[config.mk]
export PLATFORM = sky130hd
export DESIGN_NAME = ic_bvashr_solver
export DESIGN_NICKNAME = d
export VERILOG_FILES = /design/src/rtl/ic_solver_pkg.sv /design/src/rtl/ic_bvashr_eval.sv /design/src/rtl/ic_bvashr_solver.sv
export SDC_FILE = /design/constraint.sdc
export NUM_CORES = 1
export LEC_CHECK = 0
export CORE_ASPECT_RATIO = 1.4
export CORE_MARGIN = 4
export CORE_UTILIZATION = 50
export CTS_CLUSTER_DIAMETER = 120
export DETAILED_ROUTE_END_ITERATION = 8
export GPL_ROUTABILITY_DRIVEN = 0
export PLACE_DENSITY = 0.79
export SLEW_MARGIN = 40
export SYNTH_ARGS = -nofsm -noshare
export SYNTH_HDL_FRONTEND = slang
export SYNTH_SLANG_ARGS = --single-unit
[constraint.sdc]
create_clock -name clk -period 3.2 [get_ports clk]
set_clock_uncertainty 0.2 [all_clocks]
set_input_delay 0.64 -clock clk [delete_from_list [all_inputs] [get_ports clk]]
set_output_delay 0.64 -clock clk [all_outputs]
set_load 0.005 [all_outputs]
[src/rtl/ic_solver_pkg.sv]
`default_nettype none
// ============================================================================
// Module      : ic_solver_pkg
// Description : Shared types for the bit-vector shift solvers: comparison
//               predicate encoding and solver FSM state encoding.
// Revision    : 1.0 - initial release
// ============================================================================
package ic_solver_pkg;

    // Unsigned comparison predicate P(r, t) applied to the shifted operand
    typedef enum logic [1:0] {
        ULE = 2'd0,
        UGE = 2'd1,
        ULT = 2'd2,
        UGT = 2'd3
    } mode_e;

    // Solver control states
    typedef enum logic [1:0] {
        IDLE   = 2'd0,
        SEARCH = 2'd1,
        DONE   = 2'd2
    } state_e;

    // Map an integer parameter value onto the predicate encoding
    function automatic mode_e to_mode(input int m);
        logic [1:0] v;
        v = m[1:0];
        return mode_e'(v);
    endfunction

endpackage
`default_nettype wire

[src/rtl/ic_bvashr_eval.sv]
`default_nettype none
// ============================================================================
// Module      : ic_bvashr_eval
// Description : Combinational candidate evaluator. Arithmetically shifts s
//               right by x (x = W gives full sign fill) and applies the
//               unsigned predicate selected by MODE against t.
// Revision    : 1.0 - initial release
// ============================================================================
module ic_bvashr_eval
    import ic_solver_pkg::*;
#(
    parameter int W    = 8,
    parameter int MODE = 0,
    parameter int XW   = $clog2(W + 1)
) (
    input  logic [W-1:0]  s,
    input  logic [W-1:0]  t,
    input  logic [XW-1:0] x,
    output logic          pass
);

    localparam mode_e c_mode = to_mode(MODE);

    logic [W-1:0] w_shifted;

    // Sign-filling shift; shift amounts of W or more replicate the sign bit
    always_comb begin
        w_shifted = $signed(s) >>> x;
    end

    // Unsigned predicate on the shifted value
    always_comb begin
        pass = 1'b0;
        case (c_mode)
            ULE:     pass = (w_shifted <= t);
            UGE:     pass = (w_shifted >= t);
            ULT:     pass = (w_shifted <  t);
            UGT:     pass = (w_shifted >  t);
            default: pass = 1'b0;
        endcase
    end

endmodule
`default_nettype wire

[src/rtl/ic_bvashr_solver.sv]
`default_nettype none
// ============================================================================
// Module      : ic_bvashr_solver
// Description : Sequential solver returning the smallest shift amount x in
//               0..W for which P((s >>a x), t) holds. One candidate is
//               evaluated per cycle; one query in flight at a time.
//               Build option: IC_BVASHR_EARLY_EXIT_EN ends the search the
//               cycle after the first passing candidate instead of always
//               sweeping all W+1 candidates.
// Revision    : 1.0 - initial release
// ============================================================================
module ic_bvashr_solver
    import ic_solver_pkg::*;
#(
    parameter  int W    = 8,
    parameter  int MODE = 0,
    localparam int XW   = $clog2(W + 1)
) (
    input  logic          clk,
    input  logic          rst_n,
    input  logic          in_valid,
    output logic          in_ready,
    input  logic [W-1:0]  in_s,
    input  logic [W-1:0]  in_t,
    output logic          out_valid,
    input  logic          out_ready,
    output logic          out_found,
    output logic [XW-1:0] out_x
);

`ifdef IC_BVASHR_EARLY_EXIT_EN
    localparam logic c_early_exit = 1'b1;
`else
    localparam logic c_early_exit = 1'b0;
`endif

    localparam logic [XW-1:0] c_x_max = XW'(W);
    localparam logic [XW-1:0] c_x_one = XW'(1);

    state_e          r_state;
    state_e          w_state_next;
    logic [W-1:0]    r_s;
    logic [W-1:0]    r_t;
    logic [XW-1:0]   r_x;
    logic            r_last;
    logic            r_found;
    logic [XW-1:0]   r_xres;
    logic            w_pass;

    ic_bvashr_eval #(
        .W    (W),
        .MODE (MODE),
        .XW   (XW)
    ) u_eval (
        .s    (r_s),
        .t    (r_t),
        .x    (r_x),
        .pass (w_pass)
    );

    // State register
    always_ff @(posedge clk) begin
        if (!rst_n) begin
            r_state <= IDLE;
        end else begin
            r_state <= w_state_next;
        end
    end

    // Next-state: leave SEARCH once the final candidate has been latched,
    // or once a witness is latched when early exit is built in
    always_comb begin
        w_state_next = r_state;
        case (r_state)
            IDLE:    if (in_valid) w_state_next = SEARCH;
            SEARCH:  if (r_last || (c_early_exit && r_found)) w_state_next = DONE;
            DONE:    if (out_ready) w_state_next = IDLE;
            default: w_state_next = IDLE;
        endcase
    end

    // Operand capture, candidate counter and first-witness latch
    always_ff @(posedge clk) begin
        if (!rst_n) begin
            r_s     <= '0;
            r_t     <= '0;
            r_x     <= '0;
            r_last  <= 1'b0;
            r_found <= 1'b0;
            r_xres  <= '0;
        end else begin
            case (r_state)
                IDLE: begin
                    if (in_valid) begin
                        r_s     <= in_s;
                        r_t     <= in_t;
                        r_x     <= '0;
                        r_last  <= 1'b0;
                        r_found <= 1'b0;
                        r_xres  <= '0;
                    end
                end
                SEARCH: begin
                    // r_last freezes evaluation once x = W has been judged
                    if (!r_last) begin
                        if (w_pass && !r_found) begin
                            r_found <= 1'b1;
                            r_xres  <= r_x;
                        end
                        // Counter saturates at W rather than wrapping
                        if (r_x == c_x_max) begin
                            r_last <= 1'b1;
                        end else begin
                            r_x <= r_x + c_x_one;
                        end
                    end
                end
                default: begin
                end
            endcase
        end
    end

    // Handshake and result outputs decoded from state and result registers
    always_comb begin
        in_ready  = (r_state == IDLE);
        out_valid = (r_state == DONE);
        out_found = r_found;
        out_x     = r_xres;
    end

endmodule
`default_nettype wire
==> flow_summary_export.csv, run 1 <==
group,metric,value,unit
run_status,status,"complete, no violations",
grt,grt_pass1_wl,5.906,mm
timing,min_period,3.003,ns
final_layout,finalInstanceArea,1978,sq um
grt,groute.usage.overall,0.1704,
clock_tree,clk_pin_slew_worst_paths,0.09,ns
clock_tree,post_cts_buffers,0,
clock_tree,cts_buffer_depth,2,
drt,dr_wl_met2,1.830,mm
worst_setup_path,slowest_stage,"mux4_2",
clock_tree,clock_sinks,28,
clock_tree,holdBufCountCts,0,
drt,wl_met3,71,um
logic_synthesis,synth_top_area_frac,0.3394,
power_and_ir_drop,p_leak,0.7926,nW
timing,fin_tns_setup,0,ns
die,dieHeight,76,um
clock_tree,numCtsBuffers,3,
power_and_ir_drop,netSwitchingPower,202.7,uW
logic_synthesis,ys_seq_area_frac,0.3394,
clock_tree,cts_resized,0,
logic_synthesis,yosysTopAreaCell,"dfxtp_1",
die,core_region_area,3153,sq um
power_and_ir_drop,power_density,377.5,nW/um^2
logic_synthesis,synthDistinctLibCells,39,
placement,placed_cell_area,1937,sq um
final_layout,final_cells,259,
drt,postRouteWirelength,3.454,mm
timing,max_slew_margin,0.6433,
drt,vias,1394,
placement,hpwl,2.663,mm
logic_synthesis,synthCells,199,
clock_tree,htreeDepth,1,
timing,setup_viol,0,
die,die_w,56.58,um
flow_run,drv_cap,0,
worst_setup_path,cp.required,3.18,ns
die,fp-row-count,24,
drt,firstDrtPassIters,4,
power_and_ir_drop,p_comb_frac,0.240,
timing,hold_viol,0,
worst_hold_path,hp-class,"reg2reg",
grt,grt_pass1_vias,1339,
final_layout,final.fill_count,268,
final_layout,regArea,560.5,sq um
timing,fmax,333.0,MHz
grt,grt.overflow.total,0,
worst_setup_path,crit_chain,"mux4_2, nor2_1, a31oi_1, o22a_1, ha_1, nor2b_1, o211ai_1, a21o_1, a211o_1, o21ba_1",
placement,io_buffers,26,
logic_synthesis,synth_area_per_cell,8.299,sq um
drt,top_layer,"met4",
drt,drc,0,
drt,via_per_inst,5.382,
worst_setup_path,cp_slowest_stage_delay,0.54,ns
die,pin_count,27,
clock_tree,clock-root-buffer,"clkbuf_8",
final_layout,drive_gt1_frac,0.08182,
logic_synthesis,ys_warn_count,0,
power_and_ir_drop,pwr-share-clk,0.251,
drt,post_drt_wl_per_cell,13.34,um
die,die-area,4300,sq um
power_and_ir_drop,p_seq_frac,0.509,
timing,hold_ws,0.2609,ns
clock_tree,clkLatencyLatePin,0.27,ns
power_and_ir_drop,peakVddDrop,233.6,uV
timing,rsz0062_at_grt,"no",
final_layout,syn2layout_area_growth,19.77,%
worst_setup_path,crit_arrival,2.98,ns
final_layout,final_nets,252,
final_layout,multi_input_area,992.2,sq um
logic_synthesis,synth.cell_area,1652,sq um
final_layout,diodes,0,
worst_setup_path,cp-end-kind,"flip-flop",
drt,drtIter0Drc,34,
timing,finalCritPeriodShare,0.9385,
power_and_ir_drop,p_int,544.0,uW
logic_synthesis,synth_nets,229,
logic_synthesis,ys_top_cells_by_area,"dfxtp_1 (34%), nand2_1 (10%), a21boi_1 (7.7%)",
worst_setup_path,critPathBufInv,0,
drt,ant_nets,0,
clock_tree,cts_tree,"yes",
timing,tightest_slew,0.5343,ns
worst_setup_path,path_max_fanout,5,
timing,slew_viol_final,0,
die,start_util,0.5238,
final_layout,fin_util,0.6274,
logic_synthesis,synth_seq_cells,28,
worst_setup_path,crit_type,"reg2reg",
grt,grt_max_degree,18,
drt,wl_met1,1.460,mm
power_and_ir_drop,p_sw_frac,0.2714,
worst_setup_path,crit_family,"compound AO/OA/AOI/OAI gates",
placement,dpl.cell_count,256,
grt,antenna_found_initial,0,
worst_setup_path,start_kind,"flip-flop",
==> placed cells by master, fill, tap and decap left out, types with 2 or more instances in the layout <==
master           synthesis  routed
xor2_1                   2       2
and2_1                   3       3
mux2i_1                  7       7
nor2_1                  13      13
a21boi_1                17      17
mux4_2                   4       4
a21oi_1                  8       8
nor2b_1                  6       6
nand4_1                  2       2
buf_4                    0       5
nand3_1                  6       6
inv_2                    2       2
clkbuf_8                 0       3
dfxtp_1                 28      28
inv_1                    8       8
nand2_1                 44      44
mux2_1                   2       2
o21ai_2                  2       2
clkdlybuf4s50_1          0      26
ha_1                    10      10
nor3_1                   3       3
o22a_1                   2       2
a22oi_1                  2       2
==> layout make-up <==
| type | instances | share of cell area |
|---|---|---|
| clock buffers | 3 | 0.02087 |
| flip-flops and latches | 28 | 0.2834 |
| multi-input cells | 148 | 0.5016 |
| well taps | 39 | 0.02467 |
| inverters | 10 | 0.01898 |
| repair buffers | 31 | 0.1505 |
==> power groups by stage <==
stage / logic (mW) / registers, mW / clock network (mW)
after global placement: 0.175 / 0.388 / 0
after detailed placement: 0.180 / 0.388 / 0
final: 0.180 / 0.380 / 0.187
after global routing: 0.201 / 0.383 / 0.201
after CTS: 0.182 / 0.380 / 0.192
after floorplan: 0.129 / 0.383 / 0
==> routing by layer <==
| layer | vias up | global-route usage |
|---|---|---|
| li1 | 718 | - |
| met1 | 648 | 0.1975 |
| met2 | 19 | 0.3032 |
| met3 | 9 | 0.02203 |
| met4 | 0 | 0.07601 |
| met5 | - | 0 |
==> flip-flops by register name, summed over array words and instances, names as in the netlist <==
signal,count
r_s,8
r_t,8
out_x,4
r_x,4
r_state,2
out_found,1
r_last,1
==> through the flow <==
| step | power, mW | worst slack (ns) |
|---|---|---|
| 2_1_floorplan | 0.5121 | 0.3963 |
| 3_3_place_gp | 0.5626 | 0.3542 |
| 3_5_place_dp | 0.5682 | 0.2654 |
| 4_1_cts | 0.7539 | 0.1723 |
| 5_1_grt | 0.7844 | 0.02679 |
| 6_report | 0.7467 | 0.1967 |
==> cell usage after synthesis, drive strengths merged <==
| cell | instances |
|---|---|
| o21ai | 3 |
| inv | 10 |
| and3b | 1 |
| and3 | 1 |
| o21ba | 1 |
| o211ai | 1 |
| a21o | 1 |
| a31oi | 1 |
| o31ai | 1 |
| nor3 | 3 |
| mux2i | 7 |
| nor2 | 13 |
| clkbuf | 7 |
| ha | 10 |
| xor2 | 2 |
| a22oi | 2 |
| buf | 6 |
| or3b | 1 |
| o22ai | 1 |
| nor2b | 7 |
| nand4 | 2 |
| a2111oi | 1 |
| mux2 | 2 |
| a21oi | 8 |
| a211o | 1 |
| nand2 | 44 |
| a21boi | 17 |
| or2b | 1 |
| o22a | 2 |
| and2 | 3 |
| nand3 | 6 |
| mux4 | 4 |
| dfxtp | 28 |
| and2b | 1 |
==> tightest hold or removal path, stage by stage, from the launching register on <==
cell      delay, ns
dfxtp_1        0.32
nand2_1        0.05
a21boi_1       0.05
==> final timing paths <==
path	from	endpoint	slack [ns]	cells past startpoint
setup / recovery	r_x[0]	out_found	0.20	10
hold / removal	r_t[5]	r_t[5]	0.26	2
setup reg to reg	r_x[0]	out_found	0.20	10
hold reg to reg	r_t[5]	r_t[5]	0.26	2
==> cells by family (layout without fill, tap and decap cells) <==
| logic type | Yosys count | count (layout) | synth area share |
|---|---|---|---|
| AOI/OAI and AO/OA | 40 | 40 | 0.1765 |
| buffers and inverters | 23 | 44 | 0.05985 |
| DFF | 28 | 28 | 0.3394 |
| and+or+nand+nor | 83 | 83 | 0.2273 |
| muxes | 13 | 13 | 0.1106 |
| xor gates and xnor gates | 2 | 2 | 0.01061 |
| adders and majority gates | 10 | 10 | 0.07576 |
(Power assumes the default switching activity.)
==> run 2: changes to the inputs <==
--- a/config.mk
+++ b/config.mk
@@ -11,7 +11,7 @@
 export CTS_CLUSTER_DIAMETER = 120
 export DETAILED_ROUTE_END_ITERATION = 8
 export GPL_ROUTABILITY_DRIVEN = 0
-export PLACE_DENSITY = 0.79
+export PLACE_DENSITY_LB_ADDON = 0.15
 export SLEW_MARGIN = 40
 export SYNTH_ARGS = -nofsm -noshare
 export SYNTH_HDL_FRONTEND = slang
==> run 2 against run 1 <==
Against the previous run:
- critical path depth unchanged
- routed wire length increased by 1.0%
- total power increased by 12%
- clock power increased by 50%
- sequential share of layout area decreased by 0.32 points
- sequential cell count unchanged
- first-iteration DRC count decreased by 8.8%
- setup slack improved by 0.11 ns
- core utilization increased by 0.71 points
- final cell count unchanged
- design area increased by 1.1%
==> flow_summary_export.csv, run 2 (same netlist as run 1, synthesis figures left out) <==
group,metric,value,unit
final_layout,drive_gt1_frac,0.08182,
die,pin_count,27,
power_and_ir_drop,power_density,418.1,nW/um^2
power_and_ir_drop,p_leak,0.8015,nW
worst_setup_path,crit_type,"reg2reg",
final_layout,final.fill_count,289,
clock_tree,post_cts_buffers,0,
clock_tree,cts_tree,"yes",
timing,setup_viol,0,
clock_tree,clk_pin_slew_worst_paths,0.10,ns
die,die_w,56.58,um
worst_hold_path,whs_path_depth,2,
grt,grtUsageMet3,0.02881,
drt,drtIter0Drc,31,
worst_hold_path,hp-class,"reg2reg",
clock_tree,cts_buffer_depth,2,
power_and_ir_drop,peakVddDrop,344.0,uV
placement,io_buffers,26,
worst_setup_path,r2r-end,"out_found",
run_status,status,"complete, no violations",
grt,antenna_found_initial,0,
clock_tree,clock-root-buffer,"clkbuf_8",
final_layout,top_regs,"r_s: 8 flops, r_t: 8 flops",
die,core_region_area,3153,sq um
clock_tree,clkLatencyLatePin,0.28,ns
grt,grt.overflow.total,0,
grt,use_met2,0.3414,
final_layout,final_cell_mix,"nand2_1 (44), dfxtp_1 (28), clkdlybuf4s50_1 (26)",
timing,fmax,345.2,MHz
timing,fin_tns_setup,0,ns
clock_tree,clock_sinks,28,
clock_tree,holdBufCountCts,0,
final_layout,final_nets,251,
drt,ant_nets,0,
grt,use_met1,0.1884,
worst_setup_path,r2r_slack,0.30,ns
power_and_ir_drop,total_power,836.4,uW
grt,busiest_layer,"met2",
drt,drc,0,
worst_setup_path,cp.required,3.17,ns
flow_run,drv_cap,0,
drt,post_drt_wl_per_cell,13.47,um
timing,hold_viol,0,
final_layout,final_common_cell,"nand2_1",
die,start_util,0.5238,
worst_setup_path,cp-end-kind,"flip-flop",
grt,grt_pass1_vias,1417,
final_layout,syn2layout_area_growth,21.14,%
worst_setup_path,path_max_fanout,11,
worst_setup_path,start_kind,"flip-flop",
drt,postRouteWirelength,3.489,mm
placement,hpwl,2.800,mm
timing,tightest_slew,0.5524,ns
clock_tree,cts_resized,0,
worst_setup_path,r2r_cells,10,
timing,min_period,2.897,ns
timing,max_slew_margin,0.6306,
worst_setup_path,crit_start,"r_x[1]",
drt,vias,1407,
timing,slew_viol_final,0,
timing,rsz0062_at_grt,"no",
die,fp-row-count,24,
final_layout,diodes,0,
drt,firstDrtPassIters,4,
die,dieHeight,76,um
worst_setup_path,crit_path_end,"out_found",
drt,via_per_inst,5.432,
die,die-area,4300,sq um
grt,grt_pass1_wl,6.251,mm
clock_tree,numCtsBuffers,3,
worst_setup_path,r2r-start,"r_x[1]",
worst_setup_path,crit_arrival,2.87,ns
timing,finalCritPeriodShare,0.9052,
grt,groute.usage.overall,0.1788,
clock_tree,htreeDepth,1,
grt,grt_max_degree,18,
==> run 2: cell types whose count changed in the layout (fill, tap and decap cells not counted), sizes merged <==
cell,before,now
buf,5,4
bufinv,0,1
==> run 2: area by class of cell <==
type / instances / area, sq um / share of cell area
Inverter: 10 / 37.54 / 0.01876
Timing Repair Buffer: 30 / 290.3 / 0.1451
Multi-Input combinational cell: 148 / 992.2 / 0.4959
Clock buffer: 3 / 41.29 / 0.02064
Clock inverter: 1 / 30.03 / 0.01501
Tap cell: 39 / 48.80 / 0.02439
Sequential cell: 28 / 560.5 / 0.2802
==> run 2: metal layers <==
layer  up-vias  part of all wire
met5         -                 0
met4         0             0.018
met3         7             0.041
met2        29              0.55
met1       651              0.39
li1        720                 -
==> run 2: worst max-delay path, cell delays in order (launching register included) <==
cell and delay [ns]:
dfxtp_1 0.59, mux4_2 0.36, nor2_1 0.11, a31oi_1 0.05, o22a_1 0.21, ha_1 0.29
nor2b_1 0.13, o211ai_1 0.09, a21o_1 0.16, a211o_1 0.39, o21ba_1 0.20
==> run 2: how the worst min path moves through the flow <==
stage | slack (ns) | end | start
4_1_cts | 0.26 | r_t[4] | r_t[4]
5_1_grt | 0.28 | out_x[3] | out_x[3]
3_3_place_gp | 0.24 | out_x[2] | out_x[2]
6_report | 0.26 | r_t[4] | r_t[4]
3_5_place_dp | 0.25 | r_t[4] | r_t[4]
2_1_floorplan | 0.23 | r_s[0] | r_s[0]
==> run 2: power breakdown <==
part / internal (mW) / switching [mW] / leakage (nW)
clock network: 0.168 / 0.113 / 0.0357
logic: 0.0932 / 0.0818 / 0.537
registers: 0.365 / 0.0158 / 0.229
==> run 2: metrics by stage <==
| stage | cell area [sq um] | cells | setup slack [ns] | hold slack, ns | util |
|---|---|---|---|---|---|
| 3_5_place_dp | 1929 | 255 | 0.3306 | 0.2502 | 0.6119 |
| 5_1_grt | 2001 | 259 | 0.1216 | 0.2841 | 0.6345 |
| 4_1_cts | 2001 | 259 | 0.2931 | 0.2646 | 0.6345 |
| 3_3_place_gp | 1929 | 255 | 0.4078 | 0.2449 | 0.6119 |
| 2_1_floorplan | 1652 | 199 | 0.3963 | 0.2321 | - |
| 6_report | 2001 | 259 | 0.3032 | 0.2635 | 0.6345 |
